$ cat src/rtl/sys_cntr_rx.sv
// Receive-side system controller: decodes UART command frames into register-file
// writes/reads and ALU starts, then waits (bounded) for the matching completion.
module sys_cntr_rx #(
  parameter int width      = 8,
  parameter int addr_width = 4,
  parameter int timeout    = 255
) (
  input  logic                  CLK,
  input  logic                  Reset,
  input  logic [width-1:0]      Rx_Data,
  input  logic                  Rx_valid,
  input  logic                  Busy,
  input  logic                  Rd_valid,
  input  logic                  ALU_out_valid,
  output logic [addr_width-1:0] Address,
  output logic                  WrEn,
  output logic                  RdEn,
  output logic [width-1:0]      WrData,
  output logic                  ALU_EN,
  output logic [3:0]            ALU_FUN,
  output logic                  CLK_EN,
  output logic                  Err
);

  localparam logic [width-1:0] CMD_WR     = width'(8'hAA);
  localparam logic [width-1:0] CMD_RD     = width'(8'hBB);
  localparam logic [width-1:0] CMD_ALU_OP = width'(8'hCC);
  localparam logic [width-1:0] CMD_ALU    = width'(8'hDD);
  localparam logic [7:0]       TMO_LAST   = 8'(timeout - 1);

  typedef enum logic [3:0] {
    IDLE, WR_ADDR, WR_DATA, RD_ADDR, RD_ISSUE, RD_WAIT,
    OP_A, OP_B, FUN, ALU_ISSUE, ALU_WAIT
  } state_t;

  state_t           state;
  logic [7:0]       cnt;
  logic             rx_vld_p0;
  logic [width-1:0] rx_data_p0;

  // Stage p0: input byte register, gives the one-cycle command-to-strobe latency
  always_ff @(posedge CLK or negedge Reset) begin
    if (!Reset) rx_vld_p0 <= 1'b0;
    else        rx_vld_p0 <= Rx_valid;
  end

  always_ff @(posedge CLK) begin
    rx_data_p0 <= Rx_Data;
  end

  // Stage p1: frame FSM with registered strobes
  always_ff @(posedge CLK or negedge Reset) begin
    if (!Reset) begin
      state   <= IDLE;
      cnt     <= '0;
      Address <= '0;
      WrData  <= '0;
      ALU_FUN <= '0;
      WrEn    <= 1'b0;
      RdEn    <= 1'b0;
      ALU_EN  <= 1'b0;
      CLK_EN  <= 1'b0;
      Err     <= 1'b0;
    end else begin
      WrEn   <= 1'b0;
      RdEn   <= 1'b0;
      ALU_EN <= 1'b0;
      Err    <= 1'b0;
      case (state)
        IDLE: begin
          if (rx_vld_p0) begin
            case (rx_data_p0)
              CMD_WR:     state <= WR_ADDR;
              CMD_RD:     state <= RD_ADDR;
              CMD_ALU_OP: state <= OP_A;
              CMD_ALU:    state <= FUN;
              default:    Err   <= 1'b1;
            endcase
          end
        end
        WR_ADDR: begin
          if (rx_vld_p0) begin
            Address <= rx_data_p0[addr_width-1:0];
            state   <= WR_DATA;
          end
        end
        WR_DATA: begin
          if (rx_vld_p0) begin
            WrData <= rx_data_p0;
            WrEn   <= 1'b1;
            state  <= IDLE;
          end
        end
        RD_ADDR: begin
          if (rx_vld_p0) begin
            Address <= rx_data_p0[addr_width-1:0];
            state   <= RD_ISSUE;
          end
        end
        RD_ISSUE: begin
          if (rx_vld_p0) Err <= 1'b1;
          if (!Busy) begin
            RdEn  <= 1'b1;
            cnt   <= '0;
            state <= RD_WAIT;
          end
        end
        RD_WAIT: begin
          if (rx_vld_p0) Err <= 1'b1;
          // Completion takes priority over a simultaneous expiry
          if (Rd_valid) begin
            state <= IDLE;
          end else if (cnt == TMO_LAST) begin
            Err   <= 1'b1;
            state <= IDLE;
          end else begin
            cnt <= cnt + 8'd1;
          end
        end
        OP_A: begin
          if (rx_vld_p0) begin
            Address <= '0;
            WrData  <= rx_data_p0;
            WrEn    <= 1'b1;
            state   <= OP_B;
          end
        end
        OP_B: begin
          if (rx_vld_p0) begin
            Address <= addr_width'(1);
            WrData  <= rx_data_p0;
            WrEn    <= 1'b1;
            state   <= FUN;
          end
        end
        FUN: begin
          if (rx_vld_p0) begin
            ALU_FUN <= rx_data_p0[3:0];
            state   <= ALU_ISSUE;
          end
        end
        ALU_ISSUE: begin
          if (rx_vld_p0) Err <= 1'b1;
          if (!Busy) begin
            CLK_EN <= 1'b1;
            ALU_EN <= 1'b1;
            cnt    <= '0;
            state  <= ALU_WAIT;
          end
        end
        ALU_WAIT: begin
          if (rx_vld_p0) Err <= 1'b1;
          if (ALU_out_valid) begin
            CLK_EN <= 1'b0;
            state  <= IDLE;
          end else if (cnt == TMO_LAST) begin
            CLK_EN <= 1'b0;
            Err    <= 1'b1;
            state  <= IDLE;
          end else begin
            cnt <= cnt + 8'd1;
          end
        end
        default: state <= IDLE;
      endcase
    end
  end

endmodule

$ cat config.mk
export PLATFORM = sky130hd
export DESIGN_NAME = sys_cntr_rx
export DESIGN_NICKNAME = d
export VERILOG_FILES = /design/src/rtl/sys_cntr_rx.sv
export SDC_FILE = /design/constraint.sdc
export NUM_CORES = 1
export LEC_CHECK = 0
export ABC_AREA = 1
export BUFFER_PORTS_ARGS = -buffer_cell sky130_fd_sc_hd__buf_4
export CAP_MARGIN = 20
export CORE_MARGIN = 5
export CORE_UTILIZATION = 44
export CTS_CLUSTER_SIZE = 12
export DETAILED_ROUTE_END_ITERATION = 16
export SYNTH_ARGS = -nofsm -noshare
export SYNTH_HDL_FRONTEND = slang
export SYNTH_SLANG_ARGS = --single-unit
$ cat constraint.sdc
create_clock -name CLK -period 1.92 [get_ports CLK]
set_clock_uncertainty 0.15 [all_clocks]
set_input_delay 0.096 -clock CLK [delete_from_list [all_inputs] [get_ports CLK]]
set_output_delay 0.096 -clock CLK [all_outputs]
set_load 0.02 [all_outputs]
## Word-level counts from Yosys, hierarchy flattened

Index checks and enable logic that the tools add are counted.

| storage, ports and cells | value |
|---|---|
| output and inout port bits | 21 |
| input port bits | 14 |
| memories kept | 0 |
| bits in latches | 0 |
| word-level logic and storage cells | 94 |
| memory bits (read-only) | 0 |
| register bits | 42 |
| RAM bits | 0 |

| operators by class | value |
|---|---|
| order comparisons | 0 |
| multiplexer cells | 37 |
| shifts and indexed selects | 0 |
| add/sub/neg operators | 1 |
| equality and inequality tests | 30 |
| reductions and logical operators | 14 |
| $mul | 0 |
| div/mod/pow operators | 0 |
| bitwise operators | 0 |

Operator list:

| cell | count |
|---|---|
| 4-bit 2-to-1 mux | 14 |
| 4-bit one-hot mux with 11 select lines | 1 |
| 8-bit == test (second input constant) | 5 |
| 8-bit 2-to-1 mux | 4 |
| 2-bit inequality test (second input constant) | 12 |
| 8-bit one-hot mux with 3 select lines | 1 |
| 4-bit by 3-bit == test with 1-bit output (second input constant) | 4 |
| 4-bit one-hot mux with 4 select lines | 1 |
| 1-bit 2-to-1 mux | 13 |
| 4-bit == test (second input constant) | 3 |
| 4-bit one-hot mux with 3 select lines | 1 |
| 10-bit AND reduction | 1 |
| 8-bit by 1-bit adder with 8-bit output (second input constant) | 1 |
| 4-bit by 2-bit == test with 1-bit output (second input constant) | 2 |
| 4-bit AND reduction | 2 |
| 3-bit nonzero test | 2 |
| 5-bit by 1-bit inequality test with 1-bit output (second input constant) | 1 |
| 4-bit by 1-bit == test with 1-bit output (second input constant) | 1 |
| 4-bit zero test | 1 |
| 1-bit one-hot mux with 4 select lines | 1 |
| 2-bit AND reduction | 2 |
| 2-bit OR reduction | 2 |
| 4-bit OR reduction | 1 |
| 3-bit inequality test (second input constant) | 1 |
| 5 further kinds | 5 |

## Longest topological paths before layout

Gate-level depths: netlist of run 1.

| depth | value |
|---|---|
| depth after elaboration | 5 |
| depth in mapped cells | 11 |

## Worst setup path after synthesis of run 1

Ideal clock, no wire load.

| timing | value |
|---|---|
| path type | flip-flop to flip-flop |
| start point | reg state[1] |
| end point | reg cnt[2] |
| period minus slack after synthesis | 1.612 ns |
| setup time | 0.118 ns |
| buffers on the path | 2 |
| data arrival time | 1.345 ns |
| cell stages (with the launch flop) | 11 |
| setup slack | 0.308 ns |
| cell sequence | dfrtp_1 > buf_2 > nor2_2 > nand2_1 > nand2_1 > buf_6 > nor2_2 > nor2_4 > nand3_4 > nand2_1 > nand2_1 |

| on the way | value |
|---|---|
| cells in the longest elaborated chain, start to end | 4 |
| elaborated cells on any way between the ends | 11 |
| those cells by class | eq/ne (7); mux (1); reduce/logical (3) |

RTL lines:

| what | line | source |
|---|---|---|
| from (decl) | 36 | `state_t state;` |
| from (signal assigned) | 54 | `state <= IDLE;` |
| from (signal assigned) | 73 | `CMD_WR: state <= WR_ADDR;` |
| from (signal assigned) | 74 | `CMD_RD: state <= RD_ADDR;` |
| 4-bit == test / 4-bit by 3-bit == test with 1-bit output (equally long branches) | 69 | `case (state)` |
| 2-bit OR reduction (no source line) | n/a |  |
| 2-bit inequality test (no source line) / 3-bit nonzero test (equally long branches) | n/a |  |
| 4-bit AND reduction (no source line) | n/a |  |
| to (signal assigned) | 117 | `cnt <= cnt + 8'd1;` |
| to (signal assigned) | 161 | `cnt <= cnt + 8'd1;` |
| to (decl) | 37 | `logic [7:0] cnt;` |

Several ways; a longest one is shown, not always the timed one.
A chain may end at the register's enable or synchronous reset.

## Worst setup path in the final report of run 1

| timing | value |
|---|---|
| start point | reg cnt[0] |
| end point | reg cnt[3] |

| on the way | value |
|---|---|
| cells in the longest elaborated chain, start to end | 4 |
| elaborated cells on any way between the ends | 6 |
| those cells by class | add/sub (1); eq/ne (1); mux (4) |

RTL lines:

| what | line |
|---|---|
| 8-bit by 1-bit adder with 8-bit output / 8-bit == test (equally long branches) | n/a |
| 8-bit 2-to-1 mux (*) | 113, 156 |
| 8-bit 2-to-1 mux (on tied branches) | 153, 111 |
| 8-bit one-hot mux with 3 select lines (*) | 69 |

Mark *: on every way between the ends. The rest lies on a longest branch, timed or not. The select of a mux whose other input is x is not followed.

==> impl_metrics.yaml, run 1 <==
grt:
  grt_start_max_net_pins: 35
  grt.overflow.total: 0
  grt_pass1_vias: 1757
  antenna_found_initial: 0
  grt_pass1_wl_mm: 8.01
  gr-usage-all-layers_pct: 16.3
clock_tree:
  cts_setup_buffers: 0
  cts_buffers: 5
  ctsRootBufferMaster: "clkbuf_8"
  cts_buffer_depth: 2
  clock-sinks: 42
  htreeDepth: 2
  clk_pin_slew_ps: 80
  cts_tree: "done"
  worstSkewPairLatency_ps: 290
finish:
  fin_util_pct: 56.7
  fin_cells: 388
  antenna_cells: 0
  design_area_sq_um: 2660
  syn_to_final_growth_pct: 26.7
  finalNetCount: 349
  layout-drive-gt1-share_pct: 19.8
place:
  dp.cells: 369
  place.gp.congestion: 0.837
  port_buffers: 34
  dpl.hpwl_mm: 3.54
  place_area_sq_um: 2430
  placement.setup.worst_slack_ps: 76.9
worst_setup_path:
  crit_required_ps: 1950
  crit_fanout: 7
  cp.arrival_ps: 1800
  crit_path_start_kind: "register"
  critPathMostFrequentCell: "nand2_1"
  cpMaxStageDelayCell: "dfrtp_1"
  endpoint_kind: "register"
  cp_top_family: "simple AND/OR/NAND/NOR gates"
  cp_num_buf_inv: 1
  worstSetupPathType: "register to register"
  worstPathCellList: "inv_1 -> ha_1 -> nand2_1 -> nor2_1 -> nand2_1 -> o21ai_1 -> nor2_4 -> nand3_1 -> nand2_1"
  max_stage_delay_ps: 420
sta:
  period_share_pct: 91.9
  fmax_mhz: 567
  slew_headroom_pct: 71.2
  setup_slack_ps: 156
  setup_viol: 0
  hold-worst-slack_ps: 22.6
  fin_setup_tns_ps: 0
  fin_crit_ps: 1760
  tightest_slew_ps: 432
  maxSlewViolCount: 0
  rsz0062_at_grt: "no"
  finalHoldViolations: 0
synthesis:
  syn-num-nets: 296
  synth_top_cell_by_area: "dfrtp_1"
  synthFlopType: "dfrtp_1"
  synth_common_cells: "92 x nand2_1, 34 x dfrtp_1, 33 x nor2_1"
  yosys-top-cells-area: "dfrtp_1 41%, nand2_1 16%, dfxtp_1 7.6%"
  ys_types: 27
  synth-seq-cells: 42
  netlist_area_sq_um: 2100
  synth_edf_count: 0
  yosysSeqAreaShare_pct: 48.2
  synth_top_area_share_pct: 40.5
  postSynthAreaPerCell_sq_um: 7.50
  yosys_warnings: 0
  yosysMostFrequentCell: "nand2_1"
  postSynthCellCount: 280
  async_reset_ff_share_pct: 81.0
detailed_routing:
  drtIter0Drc: 105
  vias: 1893
  wl_per_cell_microns: 12.3
  route.detailed.drc: 0
  ant_nets: 0
  first_pass_iters: 4
  routed_wl_mm: 4.78
  viasPerCell: 4.88
pwr:
  p_leak_nw: 1.41
  power_density_nw_per_um2: 1370
  ir_drop_mv: 0.643
  finalPower_mw: 3.64
die:
  core_area_sq_um: 4690
  fp-row-count: 25
  initial_core_util_pct: 44.7
  die_h_microns: 79.1
  ioPinCount: 35
  die_x_microns: 79.1
  dieArea_sq_um: 6250
flow_run:
  cap_violations: 0
status:
  outcome: "finished clean"
worst_hold_path:
  hp-class: "primary input to register"
## layer usage
layer / wire length, microns / vias to the layer above / global-route usage [%]
li1: - / 987 / -
met1: 2410 / 869 / 22.5
met2: 2140 / 31 / 25.7
met3: 180 / 6 / 3.97
met4: 53 / 0 / 4.64
met5: 0 / - / 0
## kinds of logic (layout without fill, tap and decap cells)
group | count (synthesis) | in the layout | synth area share, %
adder cells (fa/ha/maj) | 2 | 2 | 1.19
AND/OR/NAND/NOR | 168 | 168 | 34.9
flip-flops | 42 | 42 | 48.2
XOR/XNOR | 3 | 3 | 1.25
buffers and inverters | 35 | 89 | 6.73
AO/OA/AOI/OAI | 30 | 30 | 7.81
## layout by cell type (no fill, tap or decap), types with 4 or more instances in the layout
| cell | count |
|---|---|
| a21oi_1 | 5 |
| buf_4 | 38 |
| clkbuf_8 | 6 |
| dfrtp_1 | 32 |
| dfxtp_1 | 8 |
| dlygate4sd3_1 | 11 |
| inv_1 | 28 |
| inv_2 | 4 |
| nand2_1 | 91 |
| nand2_2 | 4 |
| nand3_1 | 25 |
| nand4_1 | 4 |
| nor2_1 | 32 |
| nor2_2 | 5 |
| o21ai_0 | 12 |
| o21ai_1 | 9 |
## flip-flops by register name, indices dropped and copies added (netlist names)
register    cells
RdEn            1
CLK_EN          1
rx_vld_p0       1
ALU_FUN         4
Err             1
state           4
WrData          8
Address         4
cnt             8
rx_data_p0      8
ALU_EN          1
WrEn            1
## layout make-up
cell class | count | area (sq um)
well taps | 54 | 67.6
repair buffers | 49 | 395
clock buffers | 8 | 111
inverters | 32 | 120
flip-flops and latches | 42 | 1010
fillers | 447 | 2030
multi-input cells | 203 | 952
## power by group
group          total [mW]  leakage (nW)  switching [mW]  internal [mW]
combinational        1.64         0.845            1.00          0.638
sequential           1.34         0.507           0.201           1.13
clock               0.666        0.0566           0.294          0.372
## worst register-to-register path, cell delays in order, from the launching register on
cell and delay (ps):
dfrtp_1 420, inv_1 120, ha_1 150, nand2_1 50
nor2_1 80, nand2_1 180, o21ai_1 280, nor2_4 90
nand3_1 90, nand2_1 50
## path summary, 6_finish.rpt
kind | from | endpoint | slack, ps | cells after the start
min | ALU_out_valid | CLK_EN | 20 | 5
min in group asynchronous | Reset | WrData[3] | 140 | 2
max in group asynchronous | Reset | state[2] | 1150 | 2
max reg2reg | cnt[0] | cnt[3] | 160 | 9
min reg2reg | rx_data_p0[7] | WrData[7] | 320 | 2
max | cnt[0] | cnt[3] | 160 | 9
## what timing repair did
item | CTS | global route
hold buffers | 11 | 0
resized for setup | 0 | 4
endpoints found under the hold margin | 45 | 0
endpoints found under the setup margin | 0 | 8
Note: power is estimated with default switching activity, not from simulation.
==> inputs of run 2 (changes only) <==
Settings changed: MAX_ROUTING_LAYER set to met4, PLACE_DENSITY set to 0.7.
==> run 2 against run 1 <==
Sequential power about the same. Worst setup slack gained 22 ps. Critical path depth did not move. Register-to-register slack improved by 20 ps. Non-clock buffer count up 1. Hold slack lost 4.6 ps. Die area is the same.
==> impl_metrics.yaml, run 2 (synthesis results as in run 1) <==
status:
  outcome: "finished clean"
grt:
  grt.overflow.total: 0
  grt_pass1_vias: 1803
  gr-usage-all-layers_pct: 17.4
  grt_pass1_wl_mm: 8.24
  antenna_found_initial: 0
  grt_start_max_net_pins: 35
sta:
  period_share_pct: 90.7
  tightest_slew_ps: 441
  fin_setup_tns_ps: 0
  fmax_mhz: 574
  setup_viol: 0
  rsz0062_at_grt: "no"
  fin_crit_ps: 1740
  finalHoldViolations: 0
  maxSlewViolCount: 0
  hold-worst-slack_ps: 18.0
  slew_headroom_pct: 70.6
detailed_routing:
  viasPerCell: 4.95
  first_pass_iters: 4
  route.detailed.drc: 0
  drtIter0Drc: 109
  vias: 1925
  routed_wl_mm: 4.87
  drt-met1-wl_mm: 2.06
  dr.max_layer_used: "met4"
  wl_per_cell_microns: 12.5
  met2_length_mm: 2.52
  ant_nets: 0
  dr_wl_met3_microns: 211
worst_setup_path:
  r2r_end: "cnt[2]"
  crit_path_start_kind: "register"
  r2r_slack_ps: 180
  crit_required_ps: 1970
  crit_fanout: 8
  worstSetupPathType: "register to register"
  cp.arrival_ps: 1790
  endpoint_kind: "register"
  r2r-start: "state[2]"
  ff2ff_path_depth: 9
worst_hold_path:
  hold_depth: 5
  min_from: "ALU_out_valid"
  hp-class: "primary input to register"
  min_delay_worst_endpoint: "CLK_EN"
pwr:
  p_comb_share_pct: 46.5
  power_density_nw_per_um2: 1360
  intPower_mw: 2.03
  switchingPower_mw: 1.55
  pwr-share-seq_pct: 37.6
  clock_power_share_pct: 15.9
  p_leak_nw: 1.41
  switching_share_pct: 43.2
  ir_drop_mv: 0.647
clock_tree:
  cts_buffer_depth: 2
  ctsRootBufferMaster: "clkbuf_8"
  cts_setup_buffers: 0
  clk_pin_slew_ps: 80
  cts_tree: "done"
  clock-sinks: 42
  htreeDepth: 2
  worstSkewPairLatency_ps: 300
  cts_buffers: 5
place:
  port_buffers: 34
  dpl.hpwl_mm: 3.59
  place.gp.congestion: 0.850
die:
  ioPinCount: 35
  dieArea_sq_um: 6250
  die_h_microns: 79.1
  core_area_sq_um: 4690
  initial_core_util_pct: 44.7
  fp-row-count: 25
  die_x_microns: 79.1
finish:
  mostFrequentLayoutCells: "92 x nand2_1, 38 x buf_4, 34 x dfrtp_1, 33 x nor2_1, 28 x inv_1"
  antenna_cells: 0
  n_fill_cell: 460
  layout_commonest_cell: "nand2_1"
  top_regs: "WrData: 8 flops, cnt: 8 flops, rx_data_p0: 8 flops"
  layout-drive-gt1-share_pct: 18.5
  finalNetCount: 350
  syn_to_final_growth_pct: 25.9
flow_run:
  cap_violations: 0
[run 2: area by class of cell]
class	count	area, sq um	share of cell area (%)
Clock buffer	6	72.6	2.75
Timing Repair Buffer	50	405	15.3
Multi-Input combinational cell	203	952	36.0
Sequential cell	42	1010	38.3
Clock inverter	2	13.8	0.521
Inverter	32	120	4.55
Tap cell	54	67.6	2.56
[run 2: worst max-delay path by stage]
stage	depth (start not counted)	slack [ps]	to	startpoint
6_report	9	180	cnt[2]	state[2]
2_1_floorplan	10	310	cnt[2]	state[1]
4_1_cts	8	160	cnt[2]	state[1]
3_3_place_gp	8	170	cnt[6]	state[3]
5_1_grt	9	20	cnt[2]	state[3]
3_5_place_dp	8	160	cnt[2]	state[1]
[run 2: worst max-delay path, stage by stage (launching register included)]
cell and delay [ps]:
dfrtp_1 470, inv_2 110, nor2_2 120, nand2_1 80, nand2_1 190, inv_1 110, nand2_2 130, nand3_4 130
nand2_1 90, nand2_1 60
[run 2: layer usage]
layer,vias to the layer above,track usage (%)
met5,-,-
met4,0,7.22
met3,6,3.97
met2,43,30.3
met1,889,19.3
li1,987,-
[run 2: timing repair]
action	in CTS	in global routing
endpoints found under the hold margin	47	0
gates resized for setup	0	1
hold buffers	12	0
setup endpoints to repair	0	2
[run 2: power by group through the flow]
| stage | Sequential, mW | Clock [mW] | Combinational (mW) |
|---|---|---|---|
| floorplan | 1.52 | 0 | 0.891 |
| global placement | 1.35 | 0 | 1.63 |
| detailed placement | 1.35 | 0 | 1.64 |
| CTS | 1.34 | 0.592 | 1.67 |
| global route | 1.38 | 0.630 | 1.87 |
| finish | 1.35 | 0.569 | 1.67 |
[run 2: per-stage QoR]
stage	cell area [sq um]	util (%)	total power, mW	setup slack (ps)	instances
CTS	2640	56.2	3.60	159	389
global placement	2430	51.8	2.99	168	369
detailed placement	2430	51.8	3.00	159	369
finish	2640	56.3	3.58	178	389
global route	2640	56.3	3.88	20.2	389
floorplan	2100	-	2.41	308	280
